File: config.mk
export PLATFORM = sky130hd
export DESIGN_NAME = alu_issue
export DESIGN_NICKNAME = d
export VERILOG_FILES = /design/src/rtl/alu_issue.sv
export SDC_FILE = /design/constraint.sdc
export NUM_CORES = 1
export LEC_CHECK = 0
export CELL_PAD_IN_SITES_DETAIL_PLACEMENT = 0
export CELL_PAD_IN_SITES_GLOBAL_PLACEMENT = 2
export CORE_MARGIN = 8
export CORE_UTILIZATION = 30
export DETAILED_ROUTE_END_ITERATION = 6
export GPL_TIMING_DRIVEN = 0
export MAX_ROUTING_LAYER = met4
export PLACE_DENSITY = 0.69
export SKIP_LAST_GASP = 1
export SYNTH_ARGS = -nofsm -noshare
export SYNTH_HDL_FRONTEND = slang
export SYNTH_SLANG_ARGS = --single-unit
File: constraint.sdc
create_clock -name clk -period 3 [get_ports clk]
set_clock_uncertainty 0.1 [all_clocks]
set_input_delay 0.6 -clock clk [delete_from_list [all_inputs] [get_ports clk]]
set_output_delay 0.6 -clock clk [all_outputs]
set_load 0.02 [all_outputs]
File: src/rtl/alu_issue.sv
// Command-issue stage feeding a combinational ALU: queues (op, a, b) commands, registers operands, captures results.
// Optional macro ALU_ISSUE_ERRCHK_EN enables illegal-opcode flagging (res_err) and zeroing of res_data.
module alu_issue #(
   parameter int             DEPTH  = 4,
   parameter int             DATA_W = 8,
   parameter int             OP_W   = 4,
   parameter logic [OP_W-1:0] OP_MAX = 'hB
) (
   input  logic                         clk,
   input  logic                         rst_n,
   input  logic                         cmd_valid,
   output logic                         cmd_ready,
   input  logic [OP_W-1:0]              cmd_op,
   input  logic [DATA_W-1:0]            cmd_a,
   input  logic [DATA_W-1:0]            cmd_b,
   output logic [OP_W-1:0]              alu_op,
   output logic [DATA_W-1:0]            alu_a,
   output logic [DATA_W-1:0]            alu_b,
   input  logic [DATA_W:0]              alu_out,
   output logic                         res_valid,
   input  logic                         res_ready,
   output logic [DATA_W:0]              res_data,
   output logic [OP_W-1:0]              res_op,
   output logic                         res_err,
   output logic [$clog2(DEPTH):0]       count
);

   localparam int PTR_W = $clog2(DEPTH);
   localparam int CNT_W = PTR_W + 1;
   localparam logic [CNT_W-1:0] FULL_CNT = CNT_W'(DEPTH);

   typedef enum logic [1:0] {
      IDLE,
      EVAL,
      OUT
   } state_t;

   state_t state_q, state_d;

   logic [OP_W-1:0]   fifo_op_q [DEPTH];
   logic [OP_W-1:0]   fifo_op_d [DEPTH];
   logic [DATA_W-1:0] fifo_a_q  [DEPTH];
   logic [DATA_W-1:0] fifo_a_d  [DEPTH];
   logic [DATA_W-1:0] fifo_b_q  [DEPTH];
   logic [DATA_W-1:0] fifo_b_d  [DEPTH];

   logic [PTR_W-1:0]  wr_ptr_q, wr_ptr_d;
   logic [PTR_W-1:0]  rd_ptr_q, rd_ptr_d;
   logic [CNT_W-1:0]  count_q, count_d;

   logic [OP_W-1:0]   alu_op_q, alu_op_d;
   logic [DATA_W-1:0] alu_a_q, alu_a_d;
   logic [DATA_W-1:0] alu_b_q, alu_b_d;

   logic              res_valid_q, res_valid_d;
   logic [DATA_W:0]   res_data_q, res_data_d;
   logic [OP_W-1:0]   res_op_q, res_op_d;

   logic              push;
   logic              pop;

`ifdef ALU_ISSUE_ERRCHK_EN
   logic              res_err_q, res_err_d;
`endif

   always_comb begin
      state_d     = state_q;
      alu_op_d    = alu_op_q;
      alu_a_d     = alu_a_q;
      alu_b_d     = alu_b_q;
      res_valid_d = res_valid_q;
      res_data_d  = res_data_q;
      res_op_d    = res_op_q;
`ifdef ALU_ISSUE_ERRCHK_EN
      res_err_d   = res_err_q;
`endif
      pop         = 1'b0;
      // cmd_ready looks only at the registered count, so a full FIFO refuses pushes even when popping
      push        = cmd_valid && (count_q < FULL_CNT);

      case (state_q)
         IDLE: begin
            if (count_q != '0) begin
               pop     = 1'b1;
               state_d = EVAL;
            end
         end
         EVAL: begin
            res_valid_d = 1'b1;
            res_op_d    = alu_op_q;
`ifdef ALU_ISSUE_ERRCHK_EN
            if (alu_op_q > OP_MAX) begin
               res_err_d  = 1'b1;
               res_data_d = '0;
            end else begin
               res_err_d  = 1'b0;
               res_data_d = alu_out;
            end
`else
            res_data_d  = alu_out;
`endif
            state_d     = OUT;
         end
         OUT: begin
            if (res_ready) begin
               res_valid_d = 1'b0;
               if (count_q != '0) begin
                  pop     = 1'b1;
                  state_d = EVAL;
               end else begin
                  state_d = IDLE;
               end
            end
         end
         default: state_d = IDLE;
      endcase

      if (pop) begin
         alu_op_d = fifo_op_q[rd_ptr_q];
         alu_a_d  = fifo_a_q[rd_ptr_q];
         alu_b_d  = fifo_b_q[rd_ptr_q];
      end
   end

   always_comb begin
      fifo_op_d = fifo_op_q;
      fifo_a_d  = fifo_a_q;
      fifo_b_d  = fifo_b_q;
      wr_ptr_d  = wr_ptr_q;
      rd_ptr_d  = rd_ptr_q;
      count_d   = count_q;
      if (push) begin
         fifo_op_d[wr_ptr_q] = cmd_op;
         fifo_a_d[wr_ptr_q]  = cmd_a;
         fifo_b_d[wr_ptr_q]  = cmd_b;
         wr_ptr_d            = wr_ptr_q + 1'b1;
      end
      if (pop) begin
         rd_ptr_d = rd_ptr_q + 1'b1;
      end
      case ({push, pop})
         2'b10:   count_d = count_q + 1'b1;
         2'b01:   count_d = count_q - 1'b1;
         default: count_d = count_q;
      endcase
   end

   always_ff @(posedge clk or negedge rst_n) begin
      if (!rst_n) begin
         state_q     <= IDLE;
         wr_ptr_q    <= '0;
         rd_ptr_q    <= '0;
         count_q     <= '0;
         alu_op_q    <= '0;
         alu_a_q     <= '0;
         alu_b_q     <= '0;
         res_valid_q <= 1'b0;
         res_data_q  <= '0;
         res_op_q    <= '0;
`ifdef ALU_ISSUE_ERRCHK_EN
         res_err_q   <= 1'b0;
`endif
         for (int i = 0; i < DEPTH; i++) begin
            fifo_op_q[i] <= '0;
            fifo_a_q[i]  <= '0;
            fifo_b_q[i]  <= '0;
         end
      end else begin
         state_q     <= state_d;
         wr_ptr_q    <= wr_ptr_d;
         rd_ptr_q    <= rd_ptr_d;
         count_q     <= count_d;
         alu_op_q    <= alu_op_d;
         alu_a_q     <= alu_a_d;
         alu_b_q     <= alu_b_d;
         res_valid_q <= res_valid_d;
         res_data_q  <= res_data_d;
         res_op_q    <= res_op_d;
`ifdef ALU_ISSUE_ERRCHK_EN
         res_err_q   <= res_err_d;
`endif
         fifo_op_q   <= fifo_op_d;
         fifo_a_q    <= fifo_a_d;
         fifo_b_q    <= fifo_b_d;
      end
   end

   assign cmd_ready = (count_q < FULL_CNT);
   assign count     = count_q;
   assign alu_op    = alu_op_q;
   assign alu_a     = alu_a_q;
   assign alu_b     = alu_b_q;
   assign res_valid = res_valid_q;
   assign res_data  = res_data_q;
   assign res_op    = res_op_q;
`ifdef ALU_ISSUE_ERRCHK_EN
   assign res_err   = res_err_q;
`else
   assign res_err   = 1'b0;
`endif

endmodule

* Word level (Yosys, flattened, before mapping)
Cells that the tools add are included.
** Operators by class
- $add $sub $neg :: 4
- Magnitude comparators :: 4
- Equal/unequal tests :: 6
- Multiplexer cells :: 26
- Bitwise operators :: 2
- Reduce and logical (&&, ||, !) cells :: 8
** Operator list (number)
- bitwise mux 32 bit :: 2
- 2-to-1 mux 8 bit :: 5
- binary-select mux 8 bit (select 2 bit) :: 2
- bitwise mux 16 bit :: 1
- demux 8 bit (select 2 bit) :: 1
- 2-to-1 mux 4 bit :: 3
- binary-select mux 4 bit (select 2 bit) :: 1
- demux 4 bit (select 2 bit) :: 1
- greater-or-equal comparator 3 bit, second input constant :: 2
- NOT 2 -> 3 bit :: 2
- one-hot mux 2 bit (3 select lines) :: 1
- one-hot mux 3 bit (2 select lines) :: 1
- adder 2 x 1 -> 2 bit, second input constant :: 2
- == test 2 x 1 -> 1 bit, second input constant :: 2
- == test 2 bit, second input constant :: 2
- 2-to-1 mux 1 bit :: 4
- 2-to-1 mux 2 bit :: 2
- != test 2 bit, second input constant :: 2
- one-hot mux 1 bit (2 select lines) :: 2
- AND reduction 2 bit :: 2
- nonzero test 2 bit :: 2
- adder 3 x 1 -> 3 bit, second input constant :: 1
- < comparator 3 x 1 -> 1 bit, second input constant :: 1
- < comparator 3 bit, second input constant :: 1
- other kinds (4) :: 5
** Word-level totals
- Register bits after elaboration :: 123
- Input bits :: 33
- Output and inout port bits :: 39

* Depth between registers and ports, before layout
- Word-level depth :: 6
- Depth in mapped cells :: 9

* Worst setup path after synthesis
Ideal clock, no wire load.
- Path type :: in2reg
- Start point :: in res_ready
- End point :: reg count_q[2], in the netlist count[2]
- Library setup time :: 0.080 ns
- Arrival :: 2.179 ns
- Required time :: 2.820 ns
- Path slack :: 0.641 ns
- Cell stages on the path :: 9
- Path buffers :: 1
- Path through :: and2b_1 nor3_4 buf_4 ha_1 inv_1 fa_1 xor2_1 nor2_1 xnor2_1
** Between the ends
- Longest elaborated chain between the ends :: 4
- Elaborated cells between the ends (all ways) :: 6
- Classes of those cells :: eq/ne: 2; mux: 3; reduce/logical: 1
** Ends and longest elaborated chain
- start: declaration :: line 21 : input logic res_ready,
- 2-to-1 mux 1 bit * :: line 105 : if (res_ready) begin
- one-hot mux 1 bit (2 select lines) * :: line 81 : case (state_q)
- via pop :: line 60 : logic pop;
- == test 2 x 1 -> 1 bit or == test 2 bit (tied branches) :: line 141 : case ({push, pop})
- one-hot mux 3 bit (2 select lines) or nonzero test 2 bit (tied branches)
- end signal: assignment :: line 172 : count_q <= count_d;
- end: declaration :: line 49 : logic [CNT_W-1:0] count_q, count_d;
Mark *: on every way through the listed nets, which the timed path passes. The rest lies on a longest branch.
A chain may end at the register's enable or synchronous reset.

* Final worst setup path
Same ends and word-level chain as after synthesis.

==> flow_summary.toml <==
[outcome]
status = "finished, final reports clean"

[synthesis]
synth.avg_cell_area_um2 = 16.80
synth_nets = 353
netlist_area_um2 = 5274
async_flop_share_pct = 100.0
netlist_top_cells_count = "123 x dfrtp_1, 87 x mux2_2, 18 x mux2_4, 18 x mux4_2, 10 x buf_2"
ys_seq_elements = 123
synth_seq_area_share_pct = 58.36
synth_area_leaders = "dfrtp_1 58%, mux2_2 19%, mux4_2 7.7%"
syn_inst = 314
synth_edf_count = 0
synth_top_area_share_pct = 58.36
ys_warn_count = 0
synth-main-ff-cell = "dfrtp_1"
ys_types = 29
yosysMostFrequentCell = "dfrtp_1"
post-synth-top-area-cell = "dfrtp_1"

[final_layout]
drive_gt1_share_pct = 42.21
antenna_cells = 0
syn_to_final_growth_pct = 31.48
finish.utilization_pct = 40.23
fill_cells = 1564
final_cell_area_um2 = 6934
fin_nets = 443

[clock_tree]
clk_path_buf_depth = 2
htreeDepth = 4
cts_root_buffer = "clkbuf_16"
cts_buffers = 17
ctsResizeCount = 0
tritoncts = "done"
cts_hold_buffers = 0
path_clk_slew_ns = 0.05
postCtsSetupRepairBufs = 0
clkLatencyLatePin_ns = 0.42
clkSinkCount = 123

[place]
io_buffer_count = 70
place_area_um2 = 6285
dpl_worst_slack_ns = -0.1334
place.gp.congestion = 0.6632
dp_hpwl_mm = 7.361

[timing]
rsz0062_at_grt = "no"
setup_slack_ns = 0.3098
maxSlewHeadroom_pct = 51.20
worstMarginPinSlew_ns = 0.7319
hold_viol = 0
final_max_slew_viol_count = 0
tns_ns = 0
setup_viol_count_final = 0
max_freq_mhz = 371.7
fin_crit_sh_pct = 89.67
fin_crit_ns = 2.690

[critical_path]
cp_num_buf_inv = 3
crit_path_start = "res_ready"
worstSetupStartpointType = "input port"
reg2reg_to = "count[2]"
ff2ff_path_depth = 9
crit_path_end_kind = "flip-flop"
cp_data_arrival_time_ns = 2.93
cpMaxStageDelayCell = "clkdlybuf4s50_1"
r2r_slack_ns = 0.58
slowest_delay_ns = 0.48
cp_num_cells = 10
reg2reg_from = "state_q[1]"
path_max_fanout = 10
crit_required_ns = 3.24
crit_type = "in -> reg"
crit_family = "buffers and inverters"
cp_cell_sequence = "clkdlybuf4s50_1 > and2b_1 > nor3_4 > buf_4 > ha_1 > inv_1 > fa_1 > xor2_1 > nor2_1 > xnor2_1"

[job]
cap_violations = 0

[global_routing]
first_global_vias = 3271
grt_pass1_wl_mm = 17.75
grt_start_max_net_pins = 83
grt.total_usage_pct = 10.95
grt_overflow = 0
antenna_found_initial = 0

[drt]
vias_per_cell = 4.523
dr.pass1.iters = 4
vias = 2904
final_antenna_net_count = 0
post_drt_wl_per_cell_um = 16.93
wl_mm = 10.87
drc = 0
drt_iter0_drc = 149

[die]
die_w_um = 148.6
die_h_um = 148.6
core_area_um2 = 17240
rows = 48
io_pins = 72
initial_core_util_pct = 30.60
die_area_um2 = 22080

[pwr]
finalPower_w = 0.008661
power.density_nw_per_um2 = 1249
irDropWorstVdd_uv = 487.9
leakage_nw = 3.004

[hold_path]
hp-class = "in -> async"
==> worst max-delay path by stage <==
stage / to
5_1_grt: count[2]
2_1_floorplan: count[2]
6_report: count[2]
3_3_place_gp: res_data[2]
3_5_place_dp: count[2]
4_1_cts: count[2]
==> sequential cells by signal (all words and copies together) (netlist names) <==
name and cells:
res_data 9, alu_a 8, fifo_a_q 32, alu_b 8
fifo_op_q 16, res_op 4, rd_ptr_q 2, count 3
alu_op 4, wr_ptr_q 2, fifo_b_q 32, state_q 2
res_valid 1
==> power by group <==
part / total, W / switching, W / internal [W]
registers: 0.00298 / 0.000456 / 0.00253
clock network: 0.00222 / 0.000713 / 0.00151
logic: 0.00346 / 0.00138 / 0.00208
==> cells by family after synthesis <==
logic type | synth area share, %
xor+xnor | 0.9966
mux | 34.28
fa+ha+maj | 1.566
buf+inv | 2.657
simple gates | 1.637
other cells | 0.07111
compound gates | 0.4270
flops | 58.36
==> area by class of cell <==
cell class,instances,area [um2],area share (%)
timing repair buffer,71,729.5,10.52
sequential,123,3078,44.39
inverter,9,33.78,0.4872
multi-input combinational,165,2056,29.65
buffer,17,106.4,1.534
clock buffer,19,452.9,6.532
tap,225,281.5,4.060
clock inverter,13,196.4,2.833
==> metrics by stage <==
| step | hold slack, ns | std cells |
|---|---|---|
| 2_1_floorplan | 0.2044 | 314 |
| 3_3_place_gp | 0.3650 | 609 |
| 3_5_place_dp | 0.3820 | 610 |
| 4_1_cts | 0.002993 | 642 |
| 5_1_grt | 0.02110 | 642 |
| 6_report | 0.007620 | 642 |
==> layout by cell type, fill, tap and decap left out, drive strengths merged, types with 5 or more instances in the layout <==
cell type / synthesis / layout
nand2: 6 / 6
dfrtp: 123 / 123
bufinv: 0 / 5
ha: 5 / 5
clkdlybuf4s50: 0 / 69
mux2: 113 / 113
clkinv: 0 / 7
buf: 16 / 18
clkbuf: 1 / 20
inv: 9 / 9
mux4: 20 / 20
==> routing by layer <==
layer / track usage (%) / up-vias / wire, um
met5: - / - / 0
met4: 6.782 / 0 / 280
met3: 3.008 / 18 / 592
met2: 16.84 / 64 / 5300
met1: 12.53 / 1502 / 4698
li1: - / 1320 / -
Power figures use the tool's default switching activity.
